## config.mk

```make
export PLATFORM = sky130hd
export DESIGN_NAME = ml_accel_seq_flat
export DESIGN_NICKNAME = d
export VERILOG_FILES = /design/src/rtl/ml_accel_seq_if.sv /design/src/rtl/ml_accel_seq.sv /design/src/flat_wrapper.sv
export SDC_FILE = /design/constraint.sdc
export NUM_CORES = 1
export LEC_CHECK = 0
export ABC_AREA = 1
export CORE_ASPECT_RATIO = 1.1
export CORE_MARGIN = 3
export CORE_UTILIZATION = 31
export DETAILED_ROUTE_END_ITERATION = 7
export HOLD_SLACK_MARGIN = 0.03
export SLEW_MARGIN = 25
export SYNTH_ARGS = -nofsm -noshare
export SYNTH_HDL_FRONTEND = slang
export SYNTH_SLANG_ARGS = --single-unit
```

## constraint.sdc

```tcl
create_clock -name clk -period 2.6 [get_ports clk]
set_input_delay 0.26 -clock clk [delete_from_list [all_inputs] [get_ports clk]]
set_output_delay 0.26 -clock clk [all_outputs]
set_load 0.02 [all_outputs]
```

## src/rtl/ml_accel_seq_if.sv

```systemverilog
// Host-side handshake bundle for the tile sequencer.
// master = host driving job control, slave = the sequencer.
interface ml_accel_seq_if #(
  parameter int unsigned TILE_W = 8
);
  logic              start;
  logic [TILE_W-1:0] num_tiles;
  logic              abort;
  logic              data_ready;
  logic              done;
  logic              ack;
  logic              idle;
  logic              busy;
  logic              compute_en;
  logic [TILE_W-1:0] tile_idx;
  logic              irq;
  logic              error;
  logic [2:0]        state;

  modport master (
    output start, num_tiles, abort, data_ready, done, ack,
    input  idle, busy, compute_en, tile_idx, irq, error, state
  );

  modport slave (
    input  start, num_tiles, abort, data_ready, done, ack,
    output idle, busy, compute_en, tile_idx, irq, error, state
  );
endinterface

```

## src/rtl/ml_accel_seq.sv

```systemverilog
// Tile job sequencer: walks a job through LOAD/COMPUTE per tile with a per-phase
// watchdog, then parks in DONE or ERROR until the host acknowledges.
module ml_accel_seq #(
  parameter int unsigned TILE_W  = 8,
  parameter int unsigned TIMEOUT = 1000,
  parameter int unsigned TO_W    = 16
) (
  input  logic             clk,
  input  logic             reset_n,
  ml_accel_seq_if.slave    bus
);

  typedef enum logic [2:0] {
    S_IDLE    = 3'd0,
    S_LOAD    = 3'd1,
    S_COMPUTE = 3'd2,
    S_DONE    = 3'd3,
    S_ERROR   = 3'd4
  } state_e;

  localparam logic [TO_W-1:0]   WD_LAST  = TO_W'(TIMEOUT - 1);
  localparam logic [TILE_W-1:0] TILE_ONE = TILE_W'(1);

  state_e            state_q, state_d;
  logic [TILE_W-1:0] tile_q, tile_d;
  logic [TILE_W-1:0] num_q, num_d;
  logic [TO_W-1:0]   wd_q, wd_d;

  logic idle_q, idle_d;
  logic busy_q, busy_d;
  logic cen_q, cen_d;
  logic irq_q, irq_d;
  logic err_q, err_d;

  logic wd_expired_c;
  logic last_tile_c;

  assign wd_expired_c = (wd_q == WD_LAST);
  assign last_tile_c  = (tile_q == (num_q - TILE_ONE));

  // State, counters and decoded flags all update together so outputs stay Moore.
  always_ff @(posedge clk or negedge reset_n) begin
    if (!reset_n) begin
      state_q <= S_IDLE;
      tile_q  <= '0;
      num_q   <= '0;
      wd_q    <= '0;
      idle_q  <= 1'b1;
      busy_q  <= 1'b0;
      cen_q   <= 1'b0;
      irq_q   <= 1'b0;
      err_q   <= 1'b0;
    end else begin
      state_q <= state_d;
      tile_q  <= tile_d;
      num_q   <= num_d;
      wd_q    <= wd_d;
      idle_q  <= idle_d;
      busy_q  <= busy_d;
      cen_q   <= cen_d;
      irq_q   <= irq_d;
      err_q   <= err_d;
    end
  end

  // Next state; abort outranks phase events, which outrank watchdog expiry.
  always_comb begin
    state_d = state_q;
    tile_d  = tile_q;
    num_d   = num_q;
    wd_d    = wd_q;

    case (state_q)
      S_IDLE: begin
        if (bus.start && (bus.num_tiles != '0)) begin
          state_d = S_LOAD;
          num_d   = bus.num_tiles;
          tile_d  = '0;
          wd_d    = '0;
        end
      end

      S_LOAD: begin
        if (bus.abort) begin
          state_d = S_IDLE;
          tile_d  = '0;
          wd_d    = '0;
        end else if (bus.data_ready) begin
          state_d = S_COMPUTE;
          wd_d    = '0;
        end else if (wd_expired_c) begin
          state_d = S_ERROR;
          wd_d    = '0;
        end else begin
          wd_d = wd_q + TO_W'(1);
        end
      end

      S_COMPUTE: begin
        if (bus.abort) begin
          state_d = S_IDLE;
          tile_d  = '0;
          wd_d    = '0;
        end else if (bus.done) begin
          wd_d = '0;
          if (last_tile_c) begin
            state_d = S_DONE;
          end else begin
            state_d = S_LOAD;
            tile_d  = tile_q + TILE_ONE;
          end
        end else if (wd_expired_c) begin
          state_d = S_ERROR;
          wd_d    = '0;
        end else begin
          wd_d = wd_q + TO_W'(1);
        end
      end

      S_DONE: begin
        if (bus.ack) begin
          state_d = S_IDLE;
          tile_d  = '0;
        end
      end

      S_ERROR: begin
        if (bus.ack || bus.abort) begin
          state_d = S_IDLE;
          tile_d  = '0;
        end
      end

      default: begin
        state_d = S_IDLE;
        tile_d  = '0;
        wd_d    = '0;
      end
    endcase
  end

  // Flags are decoded from the next state so they register alongside it.
  always_comb begin
    idle_d = (state_d == S_IDLE);
    busy_d = (state_d == S_LOAD) || (state_d == S_COMPUTE);
    cen_d  = (state_d == S_COMPUTE);
    irq_d  = (state_d == S_DONE);
    err_d  = (state_d == S_ERROR);
  end

  assign bus.idle       = idle_q;
  assign bus.busy       = busy_q;
  assign bus.compute_en = cen_q;
  assign bus.irq        = irq_q;
  assign bus.error      = err_q;
  assign bus.tile_idx   = tile_q;
  assign bus.state      = state_q;

endmodule

```

## src/flat_wrapper.sv

```systemverilog
// flat-port wrapper written by rule: the top's interface ports become plain ports
module ml_accel_seq_flat 
#(
  parameter int unsigned TILE_W  = 8,
  parameter int unsigned TIMEOUT = 1000,
  parameter int unsigned TO_W    = 16
)
  (clk, reset_n, bus_start, bus_num_tiles, bus_abort, bus_data_ready, bus_done, bus_ack, bus_idle, bus_busy, bus_compute_en, bus_tile_idx, bus_irq, bus_error, bus_state);
  ml_accel_seq_if #(.TILE_W(TILE_W)) bus_i ();
  input  logic clk;
  input  logic reset_n;
  input wire logic [$bits(bus_i.start)-1:0] bus_start;
  input wire logic [$bits(bus_i.num_tiles)-1:0] bus_num_tiles;
  input wire logic [$bits(bus_i.abort)-1:0] bus_abort;
  input wire logic [$bits(bus_i.data_ready)-1:0] bus_data_ready;
  input wire logic [$bits(bus_i.done)-1:0] bus_done;
  input wire logic [$bits(bus_i.ack)-1:0] bus_ack;
  output wire logic [$bits(bus_i.idle)-1:0] bus_idle;
  output wire logic [$bits(bus_i.busy)-1:0] bus_busy;
  output wire logic [$bits(bus_i.compute_en)-1:0] bus_compute_en;
  output wire logic [$bits(bus_i.tile_idx)-1:0] bus_tile_idx;
  output wire logic [$bits(bus_i.irq)-1:0] bus_irq;
  output wire logic [$bits(bus_i.error)-1:0] bus_error;
  output wire logic [$bits(bus_i.state)-1:0] bus_state;
  assign bus_i.start = bus_start;
  assign bus_i.num_tiles = bus_num_tiles;
  assign bus_i.abort = bus_abort;
  assign bus_i.data_ready = bus_data_ready;
  assign bus_i.done = bus_done;
  assign bus_i.ack = bus_ack;
  assign bus_idle = bus_i.idle;
  assign bus_busy = bus_i.busy;
  assign bus_compute_en = bus_i.compute_en;
  assign bus_tile_idx = bus_i.tile_idx;
  assign bus_irq = bus_i.irq;
  assign bus_error = bus_i.error;
  assign bus_state = bus_i.state;
  ml_accel_seq #(.TILE_W(TILE_W), .TIMEOUT(TIMEOUT), .TO_W(TO_W)) u_core (.clk(clk), .reset_n(reset_n), .bus(bus_i));
endmodule
```

Yosys cells after proc, flatten, opt, wreduce, memory -nomap -nowiden
Index checks and enable logic that the tools add are counted.

storage, ports and cells
  register bits = 40
  output and inout bits = 16
  word-level logic and storage cells = 64

cells by class
  add/sub/neg operators = 3
  eq/ne operators = 16
  muxes and demuxes = 25
  bitwise operators = 1
  reduce and logical (&&, ||, !) cells = 10

operator list
  operator                                                                 count
  16-bit two-way mux                                                       6
  16-bit one-hot mux with 4 select lines                                   1
  8-bit two-way mux                                                        7
  8-bit one-hot mux with 5 select lines                                    1
  3-bit two-way mux                                                        8
  16-bit by 1-bit adder with 16-bit output, second input constant          1
  16-bit by 10-bit equality test with 1-bit output, second input constant  1
  3-bit one-hot mux with 5 select lines                                    1
  3-bit by 2-bit equality test with 1-bit output, second input constant    4
  8-bit by 1-bit adder with 8-bit output, second input constant            1
  8-bit equality test                                                      1
  8-bit nonzero test                                                       1
  8-bit by 1-bit subtractor with 8-bit output, second input constant       1
  3-bit by 1-bit equality test with 1-bit output, second input constant    2
  3-bit equality test, second input constant                               2
  3-bit logical NOT                                                        2
  3-bit inequality test, second input constant                             2
  6-bit AND reduction                                                      1
  2-bit by 1-bit inequality test with 1-bit output, second input constant  2
  2-bit inequality test, second input constant                             2
  2-bit AND reduction                                                      2
  1-bit logical OR                                                         2
  2-bit two-way mux                                                        1
  2-bit OR reduction                                                       1
  2 further kinds                                                          2

Longest topological paths before layout
Gate-level depths: netlist (run 1).

  word-level depth = 8
  gate-level depth with buffers = 16
  depth with buffers taken out = 16

Worst setup path after synthesis (run 1)
Ideal clock, no wire load.

  path type = register to register
  from = register u_core.num_q[0]
  to = register u_core.tile_q[2], in the netlist u_core.bus.tile_idx[2]
  setup time = 119 ps
  arrival time = 1631 ps
  required time = 2481 ps
  slack = 850 ps
  stages on the path, launching flop included = 15
  period minus slack after synthesis = 1750 ps
  path through = dfrtp_1 -> inv_1 -> ha_1 -> nand2_1 -> nor2_1 -> nand3_1 -> nand2_1 -> nand2_1 -> nand2_1 -> nor2_1 -> nand2_2 -> nand3_4 -> buf_6 -> nand2_1 -> o21ai_2

between the ends
  longest elaborated chain between the ends = 4

RTL lines
  item                                         RTL line            source
  start, declared                              ml_accel_seq.sv:26  logic [TILE_W-1:0] num_q, num_d;
  start signal, assigned                       ml_accel_seq.sv:56  num_q <= num_d;
  8-bit by 1-bit subtractor with 8-bit output  ml_accel_seq.sv:39  assign last_tile_c = (tile_q == (num_q - TILE_ONE));
  8-bit equality test                          ml_accel_seq.sv:39
  3-bit inequality test (no source line)       -
  6-bit AND reduction (no source line)         -
  end signal, assigned                         ml_accel_seq.sv:55  tile_q <= tile_d;
  end, declared                                ml_accel_seq.sv:25  logic [TILE_W-1:0] tile_q, tile_d;

No other way between the ends.
A chain may end at the register's enable or synchronous reset.

Worst setup path in the final report (run 1)
  from = register u_core.num_q[0]
  to = register u_core.busy_q, in the netlist u_core.bus.busy

between the ends
  longest elaborated chain between the ends = 8
  elaborated cells between the ends (all ways) = 9
  those cells by class = add/sub: 1; eq/ne: 3; mux: 4; reduce/logical: 1

RTL lines
  item                                                                                                                     RTL line             source
  8-bit by 1-bit subtractor with 8-bit output (*)                                                                          ml_accel_seq.sv:39
  8-bit equality test (*)                                                                                                  ml_accel_seq.sv:39
  2-bit two-way mux (*)                                                                                                    ml_accel_seq.sv:106  if (last_tile_c) begin
  3-bit two-way mux (*)                                                                                                    ml_accel_seq.sv:104  end else if (bus.done) begin
  3-bit two-way mux (*)                                                                                                    ml_accel_seq.sv:100  if (bus.abort) begin
  3-bit one-hot mux with 5 select lines (*)                                                                                ml_accel_seq.sv:73   case (state_q)
  net u_core.state_d[1]                                                                                                    ml_accel_seq.sv:24   state_e state_q, state_d;
  3-bit by 1-bit equality test with 1-bit output / 3-bit by 2-bit equality test with 1-bit output (equally long branches)  ml_accel_seq.sv:145  busy_d = (state_d == S_LOAD) || (state_d == S_COMPUTE);
  1-bit logical OR (*)                                                                                                     ml_accel_seq.sv:145
  net u_core.busy_d                                                                                                        ml_accel_seq.sv:30   logic busy_q, busy_d;
  end signal, assigned                                                                                                     ml_accel_seq.sv:59   busy_q <= busy_d;
  end, declared                                                                                                            ml_accel_seq.sv:30

Mark *: on every way through the listed nets, which the timed path passes. The rest lies on a longest branch.

==> metrics, run 1 <==
Filler Cell Count=872; fin. max-slew vios=0; Worst Path Required=2.79 ns; combinational share of power=36.9%; drt pass-1 iters=4; P per Cell Area=640 nW/um^2; CTS tree=done; Hold Path Class=input port to asynchronous set/reset pin; RSZ-0062 raised after global routing=false; fraction of layout cells with a size suffix above 1=7.71%; Hold Violations, Final=0; post-CTS setup buffers=0; Clock Sinks=40; switching power=0.768 mW; Max stage delay cell, worst path=dfrtp_1; sequential group share of total power=40.1%; Worst-path clk slew=0.08 ns; RePlAce Congestion=0.971; fin crit share=77.7%; WS Path Type=flop to flop; final wirelength=6410 um; syn nets=384; worst r2r path cells=15; first-pass GRT wire length=10900 um; CP cell instances=inv_1 > ha_1 > nand2_1 > nor2_1 > nand3_1 > nand2_1 > nand2_1 > nand2_1 > nor2_1 > nand2_2 > nand2_1 > nand2_1 > nand2_2 > nand2_2 > nand2_1; clock buffer depth=2; Via density=4.84; Critical Path Max Stage Delay=0.39 ns; number of max-cap violations=0; Yosys cell types=31; CTS Root Cell=clkbuf_8; Post-Layout Cell Count=510; placed insts=501; maximum clock rate=495 MHz; ys flop type=dfrtp_1; antenna-violating nets left=0; Max VDD drop=270 uV; commonest non-fill, non-tap cell in the layout=nand2_1; Global Route Usage Sum=14.0%; Final Skew=0.0112 ns; DIE WIDTH=93.1 um; Critical Path Sink Type=flop; CTS Buf Count=5; largest net degree at the start of global routing=41; vias in the first global route=2397; clock network power share=23.0%; post-layout power=2.00 mW; full die area=9480 um^2; core box area=8000 um^2; # DRC=0; min Tclk post-route=2.02 ns; flops & latches, synth=40; most frequent cells in the layout=nand2_1 (85), inv_1 (50), nor2_1 (46), dfrtp_1 (39), nand3_1 (34); ANT cells=0; total number of vias=2468; I/O pins=31; Nets=419; Die H=102 um; relative slew slack=64.9%; setup violators final=0; CP most frequent cell=nand2_1; initial antenna violation count=0; Std-Cell Rows=34; Synth top area share=37.7%; Worst Path Arrival=2.21 ns; Slew @ Worst Pin=0.526 ns; port bufs=30; CP Max Fanout=5; Synth Area per Inst=7.07 um^2; mapped cell area=2590 um^2; run status=completed; Setup TNS=0 ns; ys async rst share=100%; LEAKAGE=1.43 nW; Switching Share=38.4%; largest area contributor in the synthesized netlist=dfrtp_1; Post-DP HPWL=4880 um; 1st-iter DRT viols=95; Mapped Cells=366; Area growth, synth to finish=20.7%; synth top area cells=dfrtp_1 (38%), nand2_1 (12%), inv_1 (7.3%); yosys warns=0; Congestion Overflow GR=0; clk_lat worst skew=0.30 ns; EDFF count, synth=0; internal power=1.23 mW; drt wl/cell=12.6 um; H-tree depth=2; Seq/Total Area, Yosys=38.7%; crit start category=flop; Starting Density=32.4%
cells by family after synthesis:
kind of cell	count (synthesis)	share of synthesized area, %
flip-flops	40	38.7
adder cells (fa/ha/maj)	3	1.45
AND/OR/NAND/NOR	211	37.8
AO/OA/AOI/OAI	38	8.03
buffers and inverters	60	9.14
XOR/XNOR	13	4.40
multiplexers	1	0.435
flip-flops by register name (all words and copies together), names as in the netlist:
register / cells
u_core.bus.busy: 1
u_core.bus.tile_idx: 8
u_core.bus.state: 3
u_core.num_q: 8
u_core.bus.error: 1
u_core.wd_q: 16
u_core.bus.irq: 1
u_core.bus.idle: 1
u_core.bus.compute_en: 1
layer usage:
metal	global-route usage, %	vias to the layer above	part of all wire, %
met1	17.7	1158	45
li1	-	1255	-
met2	24.4	48	50
met5	0	-	0
met4	4.06	0	1.1
met3	2.80	7	3.2
synth_stat cells, types with 2 or more instances:
| master | number |
|---|---|
| nand3_1 | 34 |
| nor3_4 | 2 |
| nor4_1 | 6 |
| nand2_1 | 85 |
| a21oi_1 | 13 |
| o21ai_1 | 8 |
| xnor2_1 | 2 |
| buf_2 | 2 |
| o21ai_2 | 2 |
| dfrtp_1 | 39 |
| o211ai_1 | 4 |
| clkbuf_1 | 3 |
| inv_2 | 3 |
| nor3_1 | 10 |
| xor2_1 | 11 |
| inv_1 | 50 |
| nand4_1 | 15 |
| ha_1 | 3 |
| nand2_2 | 6 |
| o21ai_0 | 11 |
| nor2_1 | 46 |
| nor3b_1 | 2 |
metrics by stage:
stage | hold WS [ns] | instance area (um^2) | util (%) | worst slack [ns]
after floorplan | -0.0356 | 2590 | - | 0.850
after global placement | 0.466 | 3010 | 37.6 | 0.526
after detailed placement | 0.464 | 3010 | 37.6 | 0.495
after CTS | 0.141 | 3110 | 38.9 | 0.581
after global routing | 0.535 | 3120 | 39.0 | 0.320
final | 0.483 | 3120 | 39.0 | 0.579
power groups by stage:
| stage | Combinational [mW] | Clock (mW) | Sequential, mW |
|---|---|---|---|
| after floorplan | 0.490 | 0 | 0.836 |
| final | 0.738 | 0.459 | 0.801 |
| after global routing | 0.836 | 0.508 | 0.816 |
| after CTS | 0.741 | 0.477 | 0.803 |
| after global placement | 0.731 | 0 | 0.815 |
| after detailed placement | 0.740 | 0 | 0.815 |
critical path, delay by kind of cell, from the launching register on:
kind,cells,cell delay [ns]
and+or+nand+nor,13,1.17
buffers and inverters,1,0.14
adders and majority gates,1,0.21
DFF,1,0.39
repair_timing:
item                      CTS  global route
hold buffers                0             1
hold endpoints to repair    0            39
resized for setup           0             0
worst paths after layout:
kind                                 startpoint              end  slack, ns
worst max-delay path            u_core.num_q[0]  u_core.bus.busy       0.58
worst min-delay path                    reset_n   u_core.wd_q[5]       0.48
worst max register to register  u_core.num_q[0]  u_core.bus.busy       0.58
worst min register to register   u_core.wd_q[1]   u_core.wd_q[1]       0.54
max in group asynchronous               reset_n  u_core.bus.idle       1.75
min in group clk                 u_core.wd_q[1]   u_core.wd_q[1]       0.54
area by class of cell:
class / instances / area [um^2] / share of cell area, %
inverter: 53 / 199 / 6.37
clock buffer: 8 / 100 / 3.21
multi-input combinational: 266 / 1350 / 43.2
tap: 108 / 135 / 4.33
sequential: 40 / 1000 / 32.1
timing repair buffer: 35 / 338 / 10.8
Note: power is estimated with default switching activity, not from simulation.
==> run 2: changes to the inputs <==
- clock period: 2.6 -> 1.88 ns (I/O delays scaled with it)
==> metrics, run 2 (synthesis results as in run 1) <==
run status=completed; Worst Path Required=2.06 ns; fraction of layout cells with a size suffix above 1=14.5%; ANT cells=0; Filler Cell Count=879; port bufs=30; Slew @ Worst Pin=0.382 ns; total number of vias=2501; Global Route Usage Sum=14.0%; LEAKAGE=1.52 nW; Congestion Overflow GR=0; min Tclk post-route=1.76 ns; RePlAce Congestion=0.856; Worst Path Arrival=1.94 ns; largest net degree at the start of global routing=18; initial antenna violation count=0; most frequent cells in the layout=nand2_1 (82), inv_1 (48), nor2_1 (43), dfrtp_1 (38), nand3_1 (34); max reg flops=16; Reg2Reg Launch Point=u_core.num_q[1]; clock buffer depth=2; Area growth, synth to finish=27.1%; Critical Path Source=u_core.num_q[1]; Hold Violations, Final=0; Nets=438; R2R Path End=u_core.bus.busy; internal power=1.77 mW; Place WS=-0.0795 ns; maximum clock rate=568 MHz; sequential group share of total power=38.6%; Switching Share=38.8%; drt wl/cell=12.1 um; setup violators final=0; r2r setup slk=0.12 ns; CP Max Fanout=3; clock network power share=20.5%; RSZ-0062 raised after global routing=true; commonest non-fill, non-tap cell in the layout=nand2_1; clk_lat worst skew=0.29 ns; relative slew slack=74.3%; drt pass-1 iters=4; vias in the first global route=2415; CTS Buf Count=5; Worst-path clk slew=0.08 ns; CTS tree=done; H-tree depth=2; worst r2r path cells=15; antenna-violating nets left=0; DIE WIDTH=93.1 um; Die H=102 um; WS Path Type=flop to flop; 1st-iter DRT viols=82; fin crit share=93.7%; multi-input logic area=1380 um^2; Starting Density=32.4%; register area=1000 um^2; full die area=9480 um^2; fin. max-slew vios=0; Via density=4.73; combinational share of power=40.9%; final wirelength=6430 um; Final Skew=0.00929 ns; Clock Sinks=40; Std-Cell Rows=34; P per Cell Area=878 nW/um^2; number of max-cap violations=0; Hold Path Class=input port to asynchronous set/reset pin; first-pass GRT wire length=10900 um; Max VDD drop=457 uV; # DRC=0; crit start category=flop; post-layout power=2.89 mW; largest reg by FF count=u_core.wd_q; fin worst setup slack=0.119 ns; core box area=8000 um^2; Post-DP HPWL=5140 um; CTS Root Cell=clkbuf_8; Critical Path Sink Type=flop; I/O pins=31; switching power=1.12 mW
-- run 2: worst max path at each step --
stage | end | slack, ns | cells past startpoint
final | u_core.bus.busy | 0.12 | 15
after global routing | u_core.bus.tile_idx[4] | -0.02 | 13
after CTS | u_core.bus.busy | 0.003 | 15
after detailed placement | u_core.bus.busy | -0.08 | 15
after global placement | u_core.bus.busy | -0.03 | 15
after floorplan | u_core.bus.tile_idx[2] | 0.13 | 14
-- run 2: cell type report --
| cell class | count | area share [%] |
|---|---|---|
| clock buffers | 6 | 2.51 |
| clock inverters | 2 | 0.304 |
| inverters | 53 | 6.05 |
| multi-input cells | 266 | 42.0 |
| flip-flops and latches | 40 | 30.5 |
| well taps | 108 | 4.11 |
| repair buffers | 54 | 14.5 |
-- run 2: critical path, cell delays in order (launching register included) --
cell and delay (ns):
dfrtp_1 0.40, inv_2 0.09, ha_4 0.15, nand2_2 0.09, nor2_4 0.11, nand3_1 0.11, nand2_1 0.09, nand2_1 0.05
nand2_1 0.06, nor2_1 0.04, nand2_2 0.09, nand2_1 0.08, nand2_2 0.09, nand2_2 0.07, nand2_2 0.08, nand2_1 0.05
-- run 2: what timing repair did --
item	CTS	global route
pin swaps	1	4
endpoints found under the setup margin	12	16
endpoints found under the hold margin	14	0
resized for setup	3	10
buffers inserted	0	3
hold buffers	1	0
-- run 2: stage by stage --
stage                     setup TNS (ns)  hold WS, ns  utilization [%]  instances  instance area, um^2
final                                  0        0.338             41.1        529                 3290
after floorplan                        0       -0.108                -        366                 2590
after detailed placement          -0.187        0.131             39.1        517                 3130
after CTS                              0        0.346             40.5        526                 3240
after global placement           -0.0340        0.133             39.1        517                 3130
after global routing              -0.129        0.380             41.1        529                 3290
-- run 2: per-layer routing --
metal	part of all wire [%]	global-route usage, %	vias up
li1	-	-	1300
met1	46	18.6	1148
met2	49	23.7	43
met3	3.2	2.43	10
met4	1.3	3.95	0
met5	0	0	-
-- run 2: power groups by stage --
| stage | Sequential [mW] | Combinational, mW | Clock [mW] |
|---|---|---|---|
| after detailed placement | 1.13 | 1.10 | 0 |
| after global placement | 1.12 | 1.09 | 0 |
| final | 1.11 | 1.18 | 0.592 |
| after global routing | 1.14 | 1.33 | 0.662 |
| after CTS | 1.11 | 1.11 | 0.616 |
| after floorplan | 1.16 | 0.678 | 0 |
